File: src/rtl/knn_vote_merge.sv
// knn_vote_merge: final stage after the update_knn partial-search operators.
// Keeps the K nearest (distance, label) candidates of each test digit in a
// sorted list, votes on their labels and hands one predicted label downstream.
//
// Ports:
//   clk, reset_n          clock, asynchronous active-low reset
//   in_data/in_vld/in_ack candidate word in: label=[19:16], distance=[DIST_BITS-1:0]
//   out_data/out_vld/out_ack  result out: {28'b0, predicted_label}
//   busy                  high unless idle in COLLECT with no words taken
//   items_done            results delivered since reset (wraps)
module knn_vote_merge #(
    parameter int K         = 3,
    parameter int NUM_CANDS = 15,
    parameter int DIST_BITS = 16
) (
    input  logic        clk,
    input  logic        reset_n,
    input  logic [31:0] in_data,
    input  logic        in_vld,
    output logic        in_ack,
    output logic [31:0] out_data,
    input  logic        out_ack,
    output logic        out_vld,
    output logic        busy,
    output logic [15:0] items_done
);
    localparam int IW = (K > 1) ? $clog2(K) : 1;
    localparam logic [IW-1:0] LAST_IDX = IW'(K - 1);
    localparam logic [7:0]    LAST_CNT = 8'(NUM_CANDS - 1);

    typedef enum logic [1:0] {COLLECT, HIST, ARGMAX, EMIT} state_t;
    state_t state, state_nxt;

    logic [K-1:0][DIST_BITS-1:0] dist_q, dist_nxt;
    logic [K-1:0][3:0]           lab_q, lab_nxt;
    logic [K-1:0]                full_q, full_nxt;
    logic [7:0]                  count;
    logic [IW-1:0]               idx;
    logic [15:0][3:0]            hist;
    logic [3:0]                  best_label, best_count;
    logic                        ack_q;
    logic                        accept;
    logic [DIST_BITS-1:0]        new_dist;
    logic [3:0]                  new_lab, cur_lab;
    logic                        upd;
    logic                        unused_in;

    assign new_dist  = in_data[DIST_BITS-1:0];
    assign new_lab   = in_data[19:16];
    assign unused_in = ^in_data;
    assign in_ack    = ack_q;
    assign accept    = in_vld && ack_q && (state == COLLECT);
    assign out_vld   = (state == EMIT);
    assign busy      = !((state == COLLECT) && (count == 8'd0));
    assign cur_lab   = lab_q[idx];
    assign upd       = hist[cur_lab] > best_count;

    // Sorted insert. An empty slot counts as "greater", so the first
    // words always land even at the all-ones distance. Because valid entries
    // form a prefix and distances ascend, the greater-than vector is
    // monotonic: ranks at/after the insert point take their predecessor,
    // the insert point itself takes the new word.
    always_comb begin
        logic                 pg, pf, g;
        logic [DIST_BITS-1:0] pd;
        logic [3:0]           pl;
        pg = 1'b0; pf = 1'b0; pd = '0; pl = '0;
        dist_nxt = dist_q;
        lab_nxt  = lab_q;
        full_nxt = full_q;
        for (int r = 0; r < K; r++) begin
            g = !full_q[r] || (dist_q[r] > new_dist);
            if (g && pg) begin
                dist_nxt[r] = pd; lab_nxt[r] = pl; full_nxt[r] = pf;
            end else if (g) begin
                dist_nxt[r] = new_dist; lab_nxt[r] = new_lab; full_nxt[r] = 1'b1;
            end
            pg = g; pd = dist_q[r]; pl = lab_q[r]; pf = full_q[r];
        end
    end

    always_comb begin
        state_nxt = state;
        case (state)
            COLLECT: if (accept && count == LAST_CNT) state_nxt = HIST;
            HIST:    if (idx == LAST_IDX) state_nxt = ARGMAX;
            ARGMAX:  if (idx == LAST_IDX) state_nxt = EMIT;
            EMIT:    if (out_ack) state_nxt = COLLECT;
            default: state_nxt = COLLECT;
        endcase
    end

    always_ff @(posedge clk or negedge reset_n) begin
        if (!reset_n) begin
            state <= COLLECT;
        end else begin
            state <= state_nxt;
        end
    end

    always_ff @(posedge clk or negedge reset_n) begin
        if (!reset_n) begin
            dist_q     <= '1;
            lab_q      <= '0;
            full_q     <= '0;
            count      <= '0;
            idx        <= '0;
            hist       <= '0;
            best_label <= '0;
            best_count <= '0;
            out_data   <= '0;
            items_done <= '0;
            ack_q      <= 1'b0;
        end else begin
            // Registered so in_ack stays low through reset and never
            // depends combinationally on in_vld.
            ack_q <= (state_nxt == COLLECT);
            case (state)
                COLLECT: begin
                    if (accept) begin
                        dist_q <= dist_nxt;
                        lab_q  <= lab_nxt;
                        full_q <= full_nxt;
                        count  <= count + 8'd1;
                        if (count == LAST_CNT) begin
                            hist <= '0;
                            idx  <= '0;
                        end
                    end
                end
                HIST: begin
                    hist[cur_lab] <= hist[cur_lab] + 4'd1;
                    if (idx == LAST_IDX) begin
                        idx        <= '0;
                        best_count <= '0;
                        best_label <= '0;
                    end else begin
                        idx <= idx + IW'(1);
                    end
                end
                ARGMAX: begin
                    if (upd) begin
                        best_count <= hist[cur_lab];
                        best_label <= cur_lab;
                    end
                    if (idx == LAST_IDX) begin
                        idx      <= '0;
                        out_data <= {28'b0, (upd ? cur_lab : best_label)};
                    end else begin
                        idx <= idx + IW'(1);
                    end
                end
                EMIT: begin
                    if (out_ack) begin
                        items_done <= items_done + 16'd1;
                        dist_q     <= '1;
                        lab_q      <= '0;
                        full_q     <= '0;
                        count      <= '0;
                        hist       <= '0;
                    end
                end
                default: ;
            endcase
        end
    end
endmodule

File: config.mk
export PLATFORM = sky130hd
export DESIGN_NAME = knn_vote_merge
export DESIGN_NICKNAME = d
export VERILOG_FILES = /design/src/rtl/knn_vote_merge.sv
export SDC_FILE = /design/constraint.sdc
export NUM_CORES = 1
export LEC_CHECK = 0
export CAP_MARGIN = 20
export CELL_PAD_IN_SITES_DETAIL_PLACEMENT = 0
export CELL_PAD_IN_SITES_GLOBAL_PLACEMENT = 1
export CORE_ASPECT_RATIO = 0.6
export CORE_MARGIN = 2
export CORE_UTILIZATION = 45
export CTS_BUF_LIST = sky130_fd_sc_hd__clkbuf_16
export DETAILED_ROUTE_END_ITERATION = 6
export PLACE_DENSITY = 0.78
export SLEW_MARGIN = 30
export SYNTH_ARGS = -nofsm -noshare
export SYNTH_HDL_FRONTEND = slang
export SYNTH_SLANG_ARGS = --single-unit
File: constraint.sdc
create_clock -name clk -period 4.88 [get_ports clk]
set_input_delay 0.976 -clock clk [delete_from_list [all_inputs] [get_ports clk]]
set_output_delay 0.976 -clock clk [all_outputs]
set_load 0.03 [all_outputs]
## Word-level counts from Yosys, hierarchy flattened

Index checks and enable logic that the tools add are counted.

- Flip-flop bits (word level): 168
- Bits in latches: 0
- Memory bits (writable): 0
- Bits in read-only memories: 0
- Input bits: 36
- Output and inout bits: 51
- Word-level logic and storage cells: 141
- Memories kept: 0

- Add/subtract/negate cells: 4
- Multipliers: 0
- Divide/modulo/power cells: 0
- Order comparisons: 7
- Equality and inequality tests: 13
- Shifts and indexed selects: 0
- Muxes and demuxes: 52
- Bitwise gates (word level): 0
- Reduce and logical (&&, ||, !) cells: 32

Operators by type and width:

| operator | count |
|---|---|
| $mux W64 | 3 |
| $pmux W64 S3 | 1 |
| $mux W48 | 2 |
| $pmux W48 S2 | 1 |
| $mux W16 | 5 |
| $bwmux W64 | 1 |
| $gt A16 B16 Y1 | 3 |
| $mux W4 | 11 |
| $mux W12 | 2 |
| $pmux W12 S2 | 1 |
| $add A16 B1 Y16 const B | 1 |
| $bmux W4 S4 | 1 |
| $demux W4 S4 | 1 |
| $mux W8 | 2 |
| $pmux W4 S2 | 2 |
| $pmux W8 S2 | 1 |
| $reduce_and A4 Y1 | 4 |
| $mux W2 | 7 |
| $reduce_and A3 Y1 | 3 |
| $add A8 B1 Y8 const B | 1 |
| $bmux W4 S2 | 1 |
| $eq A8 B4 Y1 const B | 1 |
| $logic_not A8 Y1 | 1 |
| $ne A2 B2 Y1 const B | 4 |
| 23 further kinds | 48 |

## Depth between registers and ports, before layout

Gate-level depths: netlist of the first run.

- Depth in word-level cells: 8
- Depth in mapped cells: 18
- Mapped depth without buffers: 15

## Worst setup path after synthesis of the first run

OpenSTA, ideal clock, no wires.

- Path type: register to register
- Start point: register idx[1]
- End point: register best_label[3]
- Library setup time: 0.133 ns
- Arrival time: 3.438 ns
- Required time: 4.747 ns
- Path slack: 1.309 ns
- Cell stages (with the launch flop): 17
- Buffers on the path: 3
- Period minus slack after synthesis: 3.571 ns
- Cell sequence: dfrtp_1 buf_6 nand3b_1 o21ai_2 buf_4 mux2_2 o211ai_1 nand4_1 ha_1 nor2b_1 o21a_1 o21a_1 o21ai_1 clkbuf_1 nor2_1 mux2i_1 o21ai_0

- Cells in the longest elaborated chain, start to end: 7
- Elaborated cells on any way between the ends: 10
- Those cells by class: order compare (1); eq/ne (2); mux (6); reduce/logical (1)

RTL lines:

| item | RTL line | source |
|---|---|---|
| start, declared | 38 | `logic [IW-1:0] idx;` |
| start signal, assigned | 138 | `idx <= idx + IW'(1);` |
| start signal, assigned | 150 | `idx <= idx + IW'(1);` |
| $bmux W4 S2 | 55 | `assign cur_lab = lab_q[idx];` |
| $mux W4 (not written as such) | 55 |  |
| $bmux W4 S4 | 56 | `assign upd = hist[cur_lab] > best_count;` |
| $mux W4 (not written as such) | 56 |  |
| $gt A4 B4 Y1 | 56 |  |
| $mux W4 | 142 | `if (upd) begin` |
| $pmux W4 S2 | 118 | `case (state)` |
| end signal, assigned | 144 | `best_label <= cur_lab;` |
| end, declared | 40 | `logic [3:0] best_label, best_count;` |

Parallel ways exist; a longest one is shown, timed or not. The select of a mux whose other input is x is not followed.
A chain may end at the register's enable or synchronous reset.

## Final worst setup path of the first run

- Start point: register idx[0]
- End point: register best_count[3]

- Cells in the longest elaborated chain, start to end: 7
- Elaborated cells on any way between the ends: 11
- Those cells by class: order compare (1); eq/ne (3); mux (6); reduce/logical (1)

RTL lines:

| item | RTL line | source |
|---|---|---|
| $bmux W4 S2 | 55 |  |
| $mux W4 (not written as such) | 55 |  |
| $bmux W4 S4 | 56, 143 |  |
| $mux W4 (not written as such) | 56, 143 |  |
| $gt A4 B4 Y1 | 56 |  |
| $ne A2 B2 Y1 (no line) | - |  |
| $reduce_and A3 Y1 (no line) | - |  |
| end signal, assigned | 143 | `best_count <= hist[cur_lab];` |
| end, declared | 40 |  |

Parallel ways exist; a longest one is shown, timed or not. The select of a mux whose other input is x is not followed.

==> results.txt, run 1 <==
The final route contains 8441 vias. The cell at the root of the clock tree is clkbuf_16. Counting distinct cell types in the post-synthesis netlist gives between 60 and 70.

Dividing the detail-routed wire length by the instance count gives 19.4 µm. The pin count of the biggest net entering global routing came out at slightly above 90. The netlist area before placement came out at a little over 10000 µm². The overall track demand over capacity in global routing came out at between 20% and 30%. The launching point of the worst reg2reg path is idx[0]. Buffers added to address setup during post-CTS repair amount to 0.

The repair_antennas step left the layout with diodes totalling 0. The maximum ir drop on the vdd rail is ~0.4 mV. The share of the clock period used by the worst path came out at between 80% and 90%. In this run the worst hold path is classified as in2async.

During synthesis, Yosys emitted a total of 0 warnings. The iteration count of the initial detailed-routing pass is 7. The quantity of gates resized following cts came out at 0. The final max-slew violation count came out at 0. The flow ran to the end, and the final reports show no timing, DRC or antenna violations. The die width came out at just under 200 µm. The net count of the finished layout is 1249.

The die is ~120 µm tall. For this design the ratio of total power to cell area is 775 nW/µm². The number of placement rows came out at between 40 and 50.

The most common cell in the synthesized netlist is dfrtp_1. Sorting the synthesized cells by how often they occur yields dfrtp_1, nand2_1, o21ai_0. The overall die area came out at about 24000 µm². Setup repair after global routing left no endpoint under its margin. The worst-skew pair later-pin latency is around 0.44 ns. The post-detailed-route count of antenna-violating nets came out at 0.

TritonCTS built the clock tree. The required time of the worst setup path is between 5 and 6 ns. The post-placement worst setup slack is 0.581 ns. The register area share after synthesis is a little over two fifths.

Along the worst path, the maximum fanout reaches 19. The register-to-register setup slack is ~0.69 ns. The sum of net half-perimeters after detailed placement came out at 20400 µm. The worst setup path is of the reg2reg kind. The detailed router finished its first iteration with 774 violations. The critical path arrival is around 4.5 ns. The number of hold violations in the final report is 0. The area inside the core boundary is roughly 22000 µm². The clock transition at the registers of the reported paths came out at around 0.070 ns. dfrtp_1 takes more of the synthesized area than any other cell. The aggregate global routing overflow is 0.

The aggregate negative setup slack came out at 0 ns. The number of global-route vias before repair came out at 7608. The cell depth of the worst flop-to-flop path came out at 13.

The number of buffers and inverters on the critical path is 1. After detailed routing, the total wire length is approximately 28000 µm. The setup slack of the critical path after layout came out at between 0.6 and 0.7 ns. By instance count, the cell type seen most on the critical path is o21a_1. The delay contributed by the slowest stage of the critical path came out at between 0.7 and 0.8 ns. Ranked by total cell area, the synthesized netlist is headed by dfrtp_1, dfstp_2, ha_1. The number of standard cells in the final layout excluding fillers came out at 1450.

The congestion estimate from routability-driven global placement came to roughly 0.94. STA classifies the critical path startpoint as a flop. Compared with the post-synthesis result, the final layout area differs by 13.2%. STA classifies the critical path endpoint as a flop. The total of max-cap violations came out at 0. After synthesis, the share of flip-flops with an asynchronous set or reset is 100%.

The number of buffers inserted by port buffering came out at 46. The top cell type by area accounts for 29.7% of the synthesized area. The post-synthesis area per instance came out at about 9.2 µm². The clock period minus worst slack is 4.19 ns. The gate count of the mapped netlist came out at ~1.1k.

The maximum achievable frequency is 0.239 GHz. The number of antenna violations at the first check in global routing is 0. The number of enable flip-flop cells after synthesis is 0. In this run the tightest slew margin relative to its limit is 38.0%. The total placed instance area is between 10000 and 15000 µm². In this design, the largest share of critical-path delay is due to compound AO/OA/AOI/OAI gates. For this design, the slowest cell found on the critical path is o21ai_2.

The number of clock sinks is between 150 and 200. The number of buffers inserted during clock tree synthesis is 17. In the routed layout, each cell is associated on average with a via count of 5.82. The initial core utilization came out at a little under half. The count of state elements after synthesis is between 150 and 200.

Cells with a size suffix above 1 make up between 10% and 20% of the layout. The final instance area is ~11000 µm². The tightest hold margin is roughly 0.4 ns.

The buffer depth of the longest clock path came out at 2. The predominant post-synthesis flop cell is dfrtp_1. The final setup skew came out at ~0.012 ns. The first global-routing pass estimated 44400 µm of wire. The number of setup violations in the final report is 0. The number of cells in the design after placement came out at between 1k and 1.5k. At the pin with the least slew margin, the transition time is 0.931 ns. The total DRC errors in the routed layout came out at 0. The count of H-tree levels built during CTS came out at 4. The count of hold buffers inserted by post-cts repair came out at 0. In this run the static leakage power is ~0.0051 µW. The number of top-level design ports is 87.

Traced cell by cell, the critical path runs through o21ai_2 -> buf_4 -> mux2_1 -> o211ai_1 -> nand4_2 -> ha_1 -> o21a_1 -> o21a_1 -> o21a_1 -> and2_1 -> a22o_1 -> a22oi_1 -> o21ai_0. The capture instance of the worst register-to-register path is best_count[3].
-- cell type report --
cell class / instances / area [µm²]
clock inverters: 15 / 75.1
multi-input cells: 810 / 5260
fillers: 2042 / 10600
flip-flops and latches: 168 / 4260
inverters: 67 / 251
repair buffers: 87 / 790
well taps: 286 / 358
clock buffers: 17 / 425
-- flip-flops by register name, indices dropped and copies added (netlist names) --
name and cells:
hist 64, dist_q 48, items_done 16, lab_q 12, count 8, best_count 4
best_label 4, out_data 4, full_q 3, idx 2, state 2, in_ack 1
-- cells by family (layout without fill, tap and decap cells) --
logic type	after synthesis	after routing	synth area share [%]
multiplexers	48	48	5.12
flip-flops	168	168	42.2
XOR/XNOR	23	23	2.07
AND/OR/NAND/NOR	327	327	14.6
buffers and inverters	148	186	6.92
other	1	28	0.0371
AO/OA/AOI/OAI	322	322	21.3
adder cells (fa/ha/maj)	62	62	7.68
-- layer usage --
metal  part of all wire, %  GRT usage (%)  vias up
met5                     0              0        -
met4                  0.89           5.97        0
met3                   8.2           5.23       14
met2                    36           29.6      285
met1                    54           42.0     4122
li1                      -              -     4020
-- through the flow --
stage,total power (µW),util (%)
finish,8860,51.9
global route,9490,51.9
global placement,7490,49.5
CTS,8780,51.8
detailed placement,7550,49.5
floorplan,5740,-
-- worst max-delay path by stage --
stage                      from             to  slack (ns)  cells after the start
floorplan                idx[1]  best_label[3]        1.31                     16
global placement     in_data[1]       lab_q[8]        0.69                     11
detailed placement  in_data[14]     dist_q[13]        0.58                     11
CTS                      idx[0]  best_count[0]        0.73                     13
global route             idx[0]  best_count[3]        0.41                     13
finish                   idx[0]  best_count[3]        0.69                     13
-- power by group --
part	switching (µW)	leakage [µW]	internal, µW
clock network	575	0.000258	632
logic	3490	0.00274	1790
registers	368	0.00211	2010
total	4430	0.00511	4430
-- cell usage in the layout, fill, tap and decap left out, types with 12 or more instances in the layout --
master,Yosys,layout
dfstp_2,48,48
nand2_1,115,115
nand3_1,46,46
buf_4,29,40
inv_1,67,71
a22o_1,16,16
a31oi_1,37,36
clkdlybuf4s50_1,0,45
mux2_2,15,15
a21o_1,24,24
mux2i_1,28,28
a21oi_1,20,20
dfrtp_1,120,120
o21ai_2,11,12
o211ai_1,48,48
nand4_1,26,26
nor2_1,97,97
o21ai_0,103,103
clkbuf_16,0,17
a32o_1,12,12
ha_1,62,62
conb_1,1,28
(Power assumes the default switching activity.)
==> run 2: changes to the inputs <==
- CTS_CLUSTER_DIAMETER: unset -> 30
==> results of run 2 <==
Final layout, timing and power as in run 1 (identical DEF).
